<file path="src/rtl/snake_dir_ctrl.sv">
`default_nettype none
//==============================================================================
// Module   : snake_dir_ctrl
// Brief    : Debounced 4-button heading control with a periodic move tick.
//            Optional macro SNAKE_REVERSE_LOCK_EN discards presses opposite
//            to the committed heading.
// Revision : 1.0 - initial release
//==============================================================================
module snake_dir_ctrl #(
   parameter int DEBOUNCE_CYCLES = 500000,
   parameter int MOVE_PERIOD     = 15000000
) (
   input  logic       Clk,
   input  logic       Reset,
   input  logic       run,
   input  logic       BtnU,
   input  logic       BtnD,
   input  logic       BtnL,
   input  logic       BtnR,
   output logic [1:0] dir,
   output logic       move_tick,
   output logic       dir_changed
);

   localparam int c_DB_W = $clog2(DEBOUNCE_CYCLES + 1);
   localparam int c_MV_W = (MOVE_PERIOD > 1) ? $clog2(MOVE_PERIOD) : 1;

   localparam logic [c_DB_W-1:0] c_DB_MAX  = c_DB_W'(DEBOUNCE_CYCLES);
   localparam logic [c_DB_W-1:0] c_DB_ARM  = c_DB_W'(DEBOUNCE_CYCLES - 1);
   localparam logic [c_MV_W-1:0] c_MV_LAST = c_MV_W'(MOVE_PERIOD - 1);

   localparam logic [1:0] c_DIR_UP    = 2'b00;
   localparam logic [1:0] c_DIR_DOWN  = 2'b01;
   localparam logic [1:0] c_DIR_LEFT  = 2'b10;
   localparam logic [1:0] c_DIR_RIGHT = 2'b11;

   // Button bit order: 0 = up, 1 = down, 2 = left, 3 = right
   logic [3:0]        w_btn_raw;
   logic [3:0]        r_sync1;
   logic [3:0]        r_sync2;
   logic [3:0]        w_press;
   logic              w_sel_valid;
   logic [1:0]        w_sel_dir;
   logic              w_reverse;
   logic              w_accept;
   logic              w_tick_due;
   logic [c_MV_W-1:0] r_move_cnt;
   logic [1:0]        r_pending;
   logic [1:0]        r_dir;
   logic              r_move_tick;
   logic              r_dir_changed;

   assign w_btn_raw = {BtnR, BtnL, BtnD, BtnU};

   always_ff @(posedge Clk) begin
      if (Reset) begin
         r_sync1 <= '0;
         r_sync2 <= '0;
      end else begin
         r_sync1 <= w_btn_raw;
         r_sync2 <= r_sync1;
      end
   end

   generate
      for (genvar gi = 0; gi < 4; gi++) begin : g_debounce
         logic [c_DB_W-1:0] r_db_cnt;
         logic              r_press_pulse;

         // Pulse is registered so it lines up with the counter reaching max
         always_ff @(posedge Clk) begin
            if (Reset) begin
               r_db_cnt      <= '0;
               r_press_pulse <= 1'b0;
            end else if (r_sync2[gi]) begin
               if (r_db_cnt != c_DB_MAX) begin
                  r_db_cnt <= r_db_cnt + 1'b1;
               end
               r_press_pulse <= (r_db_cnt == c_DB_ARM);
            end else begin
               r_db_cnt      <= '0;
               r_press_pulse <= 1'b0;
            end
         end

         assign w_press[gi] = r_press_pulse;
      end
   endgenerate

   always_comb begin
      w_sel_valid = |w_press;
      w_sel_dir   = c_DIR_RIGHT;
      if (w_press[0]) begin
         w_sel_dir = c_DIR_UP;
      end else if (w_press[1]) begin
         w_sel_dir = c_DIR_DOWN;
      end else if (w_press[2]) begin
         w_sel_dir = c_DIR_LEFT;
      end
   end

`ifdef SNAKE_REVERSE_LOCK_EN
   // Opposite headings differ only in bit 0
   assign w_reverse = ((w_sel_dir ^ r_dir) == 2'b01);
`else
   assign w_reverse = 1'b0;
`endif

   assign w_accept   = run & w_sel_valid & ~w_reverse;
   assign w_tick_due = run & (r_move_cnt == c_MV_LAST);

   always_ff @(posedge Clk) begin
      if (Reset) begin
         r_move_cnt <= '0;
      end else if (!run || w_tick_due) begin
         r_move_cnt <= '0;
      end else begin
         r_move_cnt <= r_move_cnt + 1'b1;
      end
   end

   always_ff @(posedge Clk) begin
      if (Reset) begin
         r_pending <= c_DIR_RIGHT;
      end else if (w_accept) begin
         r_pending <= w_sel_dir;
      end
   end

   // Commit uses the pending value held before this edge's press update
   always_ff @(posedge Clk) begin
      if (Reset) begin
         r_dir         <= c_DIR_RIGHT;
         r_move_tick   <= 1'b0;
         r_dir_changed <= 1'b0;
      end else begin
         r_move_tick   <= w_tick_due;
         r_dir_changed <= w_tick_due & (r_pending != r_dir);
         if (w_tick_due) begin
            r_dir <= r_pending;
         end
      end
   end

   assign dir         = r_dir;
   assign move_tick   = r_move_tick;
   assign dir_changed = r_dir_changed;

endmodule
`default_nettype wire

</file>
<file path="config.mk">
export PLATFORM = sky130hd
export DESIGN_NAME = snake_dir_ctrl
export DESIGN_NICKNAME = d
export VERILOG_FILES = /design/src/rtl/snake_dir_ctrl.sv
export SDC_FILE = /design/constraint.sdc
export NUM_CORES = 1
export LEC_CHECK = 0
export ABC_AREA = 1
export CAP_MARGIN = 20
export CORE_MARGIN = 8
export CORE_UTILIZATION = 51
export CTS_CLUSTER_DIAMETER = 40
export DETAILED_ROUTE_END_ITERATION = 12
export GPL_ROUTABILITY_DRIVEN = 0
export PLACE_DENSITY = 0.67
export SLEW_MARGIN = 20
export SYNTH_ARGS = -nofsm -noshare
export SYNTH_HDL_FRONTEND = slang
export SYNTH_SLANG_ARGS = --single-unit
</file>
<file path="constraint.sdc">
create_clock -name Clk -period 2.2 [get_ports Clk]
set_input_delay 0.33 -clock Clk [delete_from_list [all_inputs] [get_ports Clk]]
set_output_delay 0.33 -clock Clk [all_outputs]
set_load 0.02 [all_outputs]
</file>
==> impl_metrics.tcl, run 1 <==
set metrics [dict create \
    path_class "flip-flop to output port" \
    dpl_cell_area_sq_um 6150 \
    cts-root-buf "clkbuf_16" \
    path_max_fanout 3 \
    nets 931 \
    worstMarginPinSlew_ns 0.480 \
    cp_top_family "buffers and inverters" \
    cts_resized 0 \
    p_int_mw 4.15 \
    rrSetupSlack_ns 0.62 \
    grtUsageTotal_pct 18.3 \
    slowest_stage "clkdlybuf4s50_1" \
    tritoncts "done" \
    area_growth_pct 15.1 \
    min_from "r_sync1[2]$_SDFF_PP0_" \
    grt_pass1_wl_microns 22600 \
    hold_path_end "r_sync2[2]$_SDFF_PP0_" \
    period_needed_ns 1.80 \
    final_area_sq_um 6780 \
    coreArea_sq_um 11300 \
    drt_iter0_drc 455 \
    placementRows 39 \
    n_antenna_cell 0 \
    startpoint_type "flip-flop" \
    drive_gt1_share_pct 5.60 \
    syn-num-nets 904 \
    synth-seq-cells 118 \
    overflow 0 \
    fmax_mhz 556 \
    postSynthCellCount 888 \
    numCtsBuffers 17 \
    viasPerCell 5.19 \
    max_stage_delay_ns 0.64 \
    post-cts-setup-buffers 0 \
    worstPathRequired_ns 1.87 \
    dieArea_sq_um 15200 \
    start_util_pct 52.0 \
    outcome "finished, final reports clean" \
    rr_startpoint "r_move_cnt[0]$_SDFF_PP0_" \
    wl_microns 13000 \
    maxCapViolations 0 \
    holdBufCountCts 0 \
    power_frac_comb_pct 1.3 \
    finalClockSkew_ns 0.00992 \
    p_clk_share_pct 56.8 \
    place_hpwl_microns 9560 \
    clk_latency_ns 0.42 \
    wl_per_cell_microns 12.1 \
    cp-end-kind "output port" \
    ir_worst_vdd_mv 0.683 \
    sequentialPowerShare_pct 41.9 \
    clk_pin_slew_ns 0.05 \
    path_cells "clkdlybuf4s50_1" \
    ys_warn_count 0 \
    grt_pass1_vias 5260 \
    relSlewSlack_pct 67.8 \
    r2r_cells 8 \
    setup_tns_ns 0 \
    r2r_end "r_move_cnt[17]$_SDFF_PP0_" \
    setup_viol 0 \
    final_hold_viol_count 0 \
    portBuffers 10 \
    power.leakage_nw 2.19 \
    crit_arrival_ns 1.47 \
    yosysUniqueCellTypes 32 \
    cts_sinks 118 \
    p_switching_uw 997 \
    vias 5558 \
    drc_errors 0 \
    die_y_microns 123 \
    grt_max_degree 25 \
    finalCritPeriodShare_pct 81.7 \
    die_w_microns 123 \
    yosysSeqAreaShare_pct 40.1 \
    min_path_cells 2 \
    avgSynthCellArea_sq_um 6.63 \
    netlist_area_sq_um 5890 \
    ant_nets 0 \
    hold_path.class "flip-flop to flip-flop" \
    cts-htree-levels 4 \
    cts_buffer_depth 2 \
    p_sw_share_pct 19.4 \
    rsz0062_at_grt "no" \
    p_per_area_nw_per_um2 760 \
    dr.pass1.iters 6 \
    critical_path_buf_inv_count 1 \
    drv_slew 0 \
    grt_antenna_before_repair 0 \
    num_io_pins 11 \
]
[per-layer routing]
layer  routed length [microns]  vias to the layer above  track usage, %
li1                          -                     2903               -
met1                      6060                     2540            21.2
met2                      6150                      100            30.8
met3                       591                       15            6.48
met4                       157                        0            6.32
met5                         0                        -               0
[state kept, by name, indices dropped and copies added (netlist names)]
signal and cells:
g_debounce.r_press_pulse 4, r_pending 2, r_move_cnt 24, r_sync2 4, r_sync1 4, g_debounce.r_db_cnt 76, dir_changed 1, move_tick 1
dir 2
[how the worst max path moves through the flow]
| stage | start | end | slack [ns] | depth (start not counted) |
|---|---|---|---|---|
| after floorplan | r_move_cnt[0]$_SDFF_PP0_ | r_move_cnt[11]$_SDFF_PP0_ | 0.81 | 9 |
| after global placement | Reset | g_debounce[1].r_press_pulse$_SDFF_PP0_ | 0.38 | 6 |
| after detailed placement | Reset | g_debounce[1].r_db_cnt[8]$_SDFFE_PP0P_ | 0.40 | 6 |
| after CTS | dir[0]$_SDFFE_PP1P_ | dir[0] | 0.39 | 1 |
| after global routing | dir[0]$_SDFFE_PP1P_ | dir[0] | 0.36 | 1 |
| final | dir[0]$_SDFFE_PP1P_ | dir[0] | 0.40 | 1 |
[metrics by stage]
step	util, %	power [mW]	instances	worst slack (ns)	hold WS, ns
after global routing	59.8	5.31	1071	0.356	0.406
after CTS	59.8	5.20	1071	0.387	0.398
after detailed placement	54.3	2.27	1039	0.400	0.394
after global placement	54.3	2.27	1039	0.376	0.390
after floorplan	-	2.24	888	0.806	0.388
final	59.8	5.15	1071	0.402	0.389
[cells in the final DEF (no fill, tap or decap), drive strengths merged, types with 4 or more instances in the layout]
cell           netlist  layout
or2                  4       4
nand2              213     213
dfxtp              118     118
nor3                12      12
a21oi               66      66
bufinv               0       4
nand4               19      19
xnor2                5       5
nor2               198     198
clkinv               0       4
inv                 97      97
clkbuf               1      23
o21ai               42      42
nand3b               9       9
xor2                13      13
buf                  7       6
clkdlybuf4s50        0      10
ha                   9       9
nand3               66      66
[worst register-to-register path: stages (launching register included)]
cell and delay (ns):
dfxtp_1 0.35, ha_1 0.19, nand2_1 0.09, nor2_4 0.18
inv_2 0.10, nor2_4 0.13, nand3_4 0.09, nand2_4 0.24
nor2_1 0.09
[synth_stat cells]
cell | n | share of area (%)
xnor2_1 | 5 | 0.74
nand3_1 | 65 | 5.5
and3_1 | 1 | 0.11
nor2_2 | 2 | 0.21
o21ai_0 | 42 | 3.6
nor2_4 | 6 | 1.1
xor2_1 | 13 | 1.9
a31oi_1 | 2 | 0.21
nor2_1 | 190 | 12
inv_1 | 96 | 6.1
a21oi_1 | 64 | 5.4
inv_2 | 1 | 0.064
nand2_1 | 211 | 13
or2_2 | 2 | 0.21
or2_0 | 2 | 0.21
nand4_1 | 19 | 2.0
ha_1 | 9 | 1.9
nand3b_1 | 9 | 1.1
buf_6 | 3 | 0.57
nand2_4 | 1 | 0.19
nor3_1 | 12 | 1.0
and2_2 | 1 | 0.13
nor4b_1 | 1 | 0.15
nand3_4 | 1 | 0.30
buf_4 | 1 | 0.13
buf_2 | 3 | 0.26
dfxtp_1 | 118 | 40
a21oi_2 | 2 | 0.30
and2_1 | 1 | 0.11
clkbuf_1 | 1 | 0.064
o21bai_1 | 3 | 0.38
nand2_2 | 1 | 0.11
[power groups by stage]
stage               registers [mW]  logic, mW  clock network, mW
global route                  2.16     0.0765               3.07
floorplan                     2.20     0.0451                  0
global placement              2.20     0.0660                  0
finish                        2.16     0.0677               2.92
detailed placement            2.20     0.0679                  0
CTS                           2.16     0.0682               2.98
[kinds of logic (layout without fill, tap and decap cells)]
| logic type | count (synthesis) | count (layout) | share of synthesized area (%) |
|---|---|---|---|
| simple gates | 525 | 525 | 38.2 |
| flops | 118 | 118 | 40.1 |
| compound gates | 113 | 113 | 9.91 |
| buf+inv | 105 | 145 | 7.21 |
| xor+xnor | 18 | 18 | 2.68 |
| fa+ha+maj | 9 | 9 | 1.91 |
[cell type report]
type                    instances  area [sq um]
fillers                      1100          4550
inverters                      97           364
clock buffers                  23           478
flip-flops and latches        118          2360
multi-input cells             665          3100
well taps                     143           179
repair buffers                 16           145
clock inverters                 9           148
(Power assumes the default switching activity.)
==> inputs of run 2 (changes only) <==
- clock period: 2.2 -> 1.85 ns (I/O delays scaled with it)
==> impl_metrics.tcl, run 2 (synthesis gave the netlist of run 1 again) <==
set metrics [dict create \
    outcome "finished, final reports clean" \
    overflow 0 \
    clk_latency_ns 0.41 \
    start_util_pct 52.0 \
    coreArea_sq_um 11300 \
    wl_microns 12700 \
    rr_startpoint "r_move_cnt[0]$_SDFF_PP0_" \
    rsz0062_at_grt "no" \
    power.leakage_nw 2.16 \
    drive_gt1_share_pct 5.49 \
    tritoncts "done" \
    clk_pin_slew_ns 0.05 \
    place_hpwl_microns 9400 \
    cts-root-buf "clkbuf_16" \
    grt_pass1_vias 5213 \
    num_io_pins 11 \
    relSlewSlack_pct 70.7 \
    cts_buffer_depth 2 \
    fmax_mhz 573 \
    cp_top_family "buffers and inverters" \
    path_cells "clkdlybuf4s50_1" \
    wl_per_cell_microns 11.8 \
    final_hold_viol_count 0 \
    placementRows 39 \
    finalClockSkew_ns 0.00515 \
    grt_max_degree 25 \
    largestRegisters "g_debounce.r_db_cnt: 76 flops, r_move_cnt: 24 flops" \
    area_growth_pct 14.3 \
    cts_sinks 118 \
    drt_iter0_drc 384 \
    n_antenna_cell 0 \
    worstMarginPinSlew_ns 0.437 \
    setup_tns_ns 0 \
    viasPerCell 5.20 \
    holdBufCountCts 0 \
    cts_resized 0 \
    startpoint_type "flip-flop" \
    ant_nets 0 \
    min_from "BtnU" \
    die_y_microns 123 \
    p_per_area_nw_per_um2 862 \
    ir_worst_vdd_mv 0.736 \
    power_mw 5.80 \
    largest_register "g_debounce.r_db_cnt" \
    multi_input_area_sq_um 3100 \
    n_fill_cell 1103 \
    dp.cells 1040 \
    dieArea_sq_um 15200 \
    period_needed_ns 1.74 \
    critical_path_buf_inv_count 1 \
    numCtsBuffers 17 \
    final_common_cell "nand2_1" \
    setup_viol 0 \
    hold_path.class "primary input to flip-flop" \
    path_class "flip-flop to output port" \
    grt_antenna_before_repair 0 \
    finalCritPeriodShare_pct 94.3 \
    post-cts-setup-buffers 0 \
    drc_errors 0 \
    dr.pass1.iters 5 \
    cts-htree-levels 4 \
    regArea_sq_um 2360 \
    portBuffers 10 \
    path_max_fanout 3 \
    slowest_stage "clkdlybuf4s50_1" \
    max_stage_delay_ns 0.64 \
    crit_arrival_ns 1.47 \
    worstPathRequired_ns 1.57 \
    final_cell_mix "nand2_1, nor2_1, dfxtp_1" \
    largest_reg_flops 76 \
    nets 932 \
    stdcell_count 1072 \
    cp-end-kind "output port" \
    die_w_microns 123 \
    grtUsageTotal_pct 17.5 \
    maxCapViolations 0 \
    crit_path_start "dir[0]$_SDFFE_PP1P_" \
    vias 5579 \
    grt_pass1_wl_microns 21800 \
    drv_slew 0 \
]
-- run 2: cell count changes in the layout (fill, tap and decap cells not counted), sizes merged --
cell and delta:
buf +1, bufinv -2, clkbuf +1, clkinvlp +1
-- run 2: through the flow --
step	utilization [%]	cell area, sq um	hold WS (ns)	setup slack, ns
floorplan	-	5890	0.384	0.456
finish	59.4	6730	0.399	0.106
detailed placement	54.4	6160	0.396	0.0711
CTS	59.4	6730	0.378	0.0980
global route	59.4	6730	0.398	0.0690
global placement	54.4	6160	0.392	0.153
-- run 2: routing by layer --
layer	track usage [%]	vias up	share of wire, %
met1	19.8	2538	46
met5	0	-	0
li1	-	2909	-
met2	30.6	115	48
met4	6.25	0	1.2
met3	5.16	17	4.7
-- run 2: area by class of cell --
class                   count  area share, %
clock buffers              24           7.01
clock inverters             8           1.47
inverters                  97           5.41
multi-input cells         665           46.1
flip-flops and latches    118           35.1
well taps                 143           2.66
repair buffers             17           2.27
-- run 2: final timing paths --
kind                               end  slack, ns  depth (start not counted)
max reg2reg  r_move_cnt[11]$_SDFF_PP0_       0.26                          8
max                             dir[0]       0.11                          1
min              r_sync1[0]$_SDFF_PP0_       0.40                          3
min reg2reg      r_sync2[0]$_SDFF_PP0_       0.40                          2
-- run 2: report_power, final --
group	total, mW	switching [mW]	internal [mW]
clock	3.15	1.11	2.04
combinational	0.0824	0.0509	0.0315
sequential	2.56	0.00674	2.56
==> inputs of run 3 (changes only) <==
- DONT_BUFFER_PORTS: unset -> 1
- PLACE_DENSITY: 0.67 -> 0.66
==> impl_metrics.tcl, run 3 (synthesis gave the netlist of run 1 again) <==
set metrics [dict create \
    post-cts-setup-buffers 0 \
    drv_slew 0 \
    largest_reg_flops 76 \
    setup_viol 0 \
    setup_tns_ns 0 \
    ant_nets 0 \
    outcome "finished, final reports clean" \
    overflow 0 \
    cts_resized 0 \
    relSlewSlack_pct 68.2 \
    portBuffers 0 \
    crit_arrival_ns 1.88 \
    placementRows 39 \
    n_fill_cell 1057 \
    p_int_mw 4.99 \
    cp_top_family "simple AND/OR/NAND/NOR gates" \
    ir_worst_vdd_mv 0.847 \
    final_hold_viol_count 0 \
    n_antenna_cell 0 \
    drt_iter0_drc 349 \
    path_max_fanout 24 \
    p_clk_share_pct 57.5 \
    worstMarginPinSlew_ns 0.473 \
    largestRegisters "g_debounce.r_db_cnt: 76 flops, r_move_cnt: 24 flops" \
    cp-end-kind "flip-flop" \
    drc_errors 0 \
    maxCapViolations 0 \
    vias 5466 \
    num_io_pins 11 \
    tritoncts "done" \
    area_growth_pct 14.4 \
    period_needed_ns 1.58 \
    path_cells "ha_1, nand2_1, nor2_4, inv_2, nor2_4, nand3_4, nand2_4, nor2_1" \
    cts_buffer_depth 2 \
    post-route-util_pct 59.5 \
    p_sw_share_pct 19.5 \
    crit_top_cell "nor2_4" \
    holdBufCountCts 4 \
    grt_pass1_vias 5012 \
    dr.pass1.iters 5 \
    p_switching_mw 1.21 \
    cts-root-buf "clkbuf_16" \
    slowest_stage "dfxtp_1" \
    largest_register "g_debounce.r_db_cnt" \
    fmax_mhz 633 \
    viasPerCell 5.13 \
    numCtsBuffers 17 \
    clk_latency_ns 0.42 \
    sequentialPowerShare_pct 41.4 \
    place_hpwl_microns 9290 \
    wl_per_cell_microns 12.0 \
    cts-htree-levels 4 \
    path_class "flip-flop to flip-flop" \
    grt_antenna_before_repair 0 \
    final_cell_mix "nand2_1, nor2_1, dfxtp_1" \
    grtUsageTotal_pct 17.4 \
    wl_microns 12800 \
    rsz0062_at_grt "no" \
    grt_max_degree 25 \
    nets 925 \
    cts_sinks 118 \
    hold_path.class "primary input to flip-flop" \
    die_w_microns 123 \
    start_util_pct 52.0 \
    power.leakage_nw 2.17 \
    final_common_cell "nand2_1" \
    dieArea_sq_um 15200 \
    max_stage_delay_ns 0.35 \
    grt_pass1_wl_microns 21400 \
    finalClockSkew_ns 0.00816 \
    startpoint_type "flip-flop" \
    power_frac_comb_pct 1.2 \
    die_y_microns 123 \
    worstPathRequired_ns 2.15 \
    drive_gt1_share_pct 5.97 \
    p_per_area_nw_per_um2 920 \
    coreArea_sq_um 11300 \
    finalCritPeriodShare_pct 85.4 \
    clk_pin_slew_ns 0.05 \
    critical_path_buf_inv_count 1 \
]
## run 3: cell count changes in the layout (fill, tap and decap cells not counted), sizes merged
cell,delta
buf,-1
bufinv,+3
clkbuf,-6
clkdlybuf4s50,-10
clkinv,+2
clkinvlp,+1
dlygate4sd3,+4
## run 3: metal layers
metal  wire length [microns]  share of wire (%)  GRT usage, %
met3                     532                4.2          5.53
met2                    6010                 47          28.9
met5                       0                  0             0
met4                     228                1.8          7.22
met1                    5990                 47          20.5
## run 3: cell type report
type | instances | area, sq um | area share [%]
Clock buffer | 18 | 439 | 6.52
Multi-Input combinational cell | 665 | 3100 | 46.0
Timing Repair Buffer | 10 | 85.1 | 1.26
Inverter | 97 | 364 | 5.41
Sequential cell | 118 | 2360 | 35.1
Tap cell | 143 | 179 | 2.66
Clock inverter | 14 | 206 | 3.07
## run 3: worst register-to-register path: stages (launching register included)
cell and delay (ns):
dfxtp_1 0.35, ha_1 0.19, nand2_1 0.10, nor2_4 0.16, inv_2 0.09, nor2_4 0.12
nand3_4 0.10, nand2_4 0.24, nor2_1 0.10
## run 3: final timing paths
check	depth (start not counted)	startpoint	slack, ns	endpoint
hold / removal	2	BtnU	0.01	r_sync1[0]$_SDFF_PP0_
setup / recovery	8	r_move_cnt[0]$_SDFF_PP0_	0.27	r_move_cnt[12]$_SDFF_PP0_
hold reg to reg	2	r_sync1[0]$_SDFF_PP0_	0.40	r_sync2[0]$_SDFF_PP0_
setup reg to reg	8	r_move_cnt[0]$_SDFF_PP0_	0.27	r_move_cnt[12]$_SDFF_PP0_
## run 3: per-stage QoR
stage | cell area (sq um) | total power, mW | setup WS [ns] | cells | hold slack [ns]
6_report | 6740 | 6.20 | 0.271 | 1065 | 0.0143
5_1_grt | 6740 | 6.37 | 0.122 | 1065 | 0.0161
4_1_cts | 6740 | 6.25 | 0.254 | 1065 | 0.00674
3_5_place_dp | 6050 | 2.68 | 0.273 | 1029 | 0.354
3_3_place_gp | 6050 | 2.68 | 0.346 | 1029 | 0.353
2_1_floorplan | 5890 | 2.67 | 0.456 | 888 | 0.384
## run 3: power groups by stage
stage	combinational [mW]	clock, mW	sequential (mW)
after floorplan	0.0537	0	2.62
after global placement	0.0604	0	2.62
after detailed placement	0.0626	0	2.62
after CTS	0.0733	3.61	2.56
after global routing	0.0835	3.73	2.56
final	0.0726	3.56	2.56
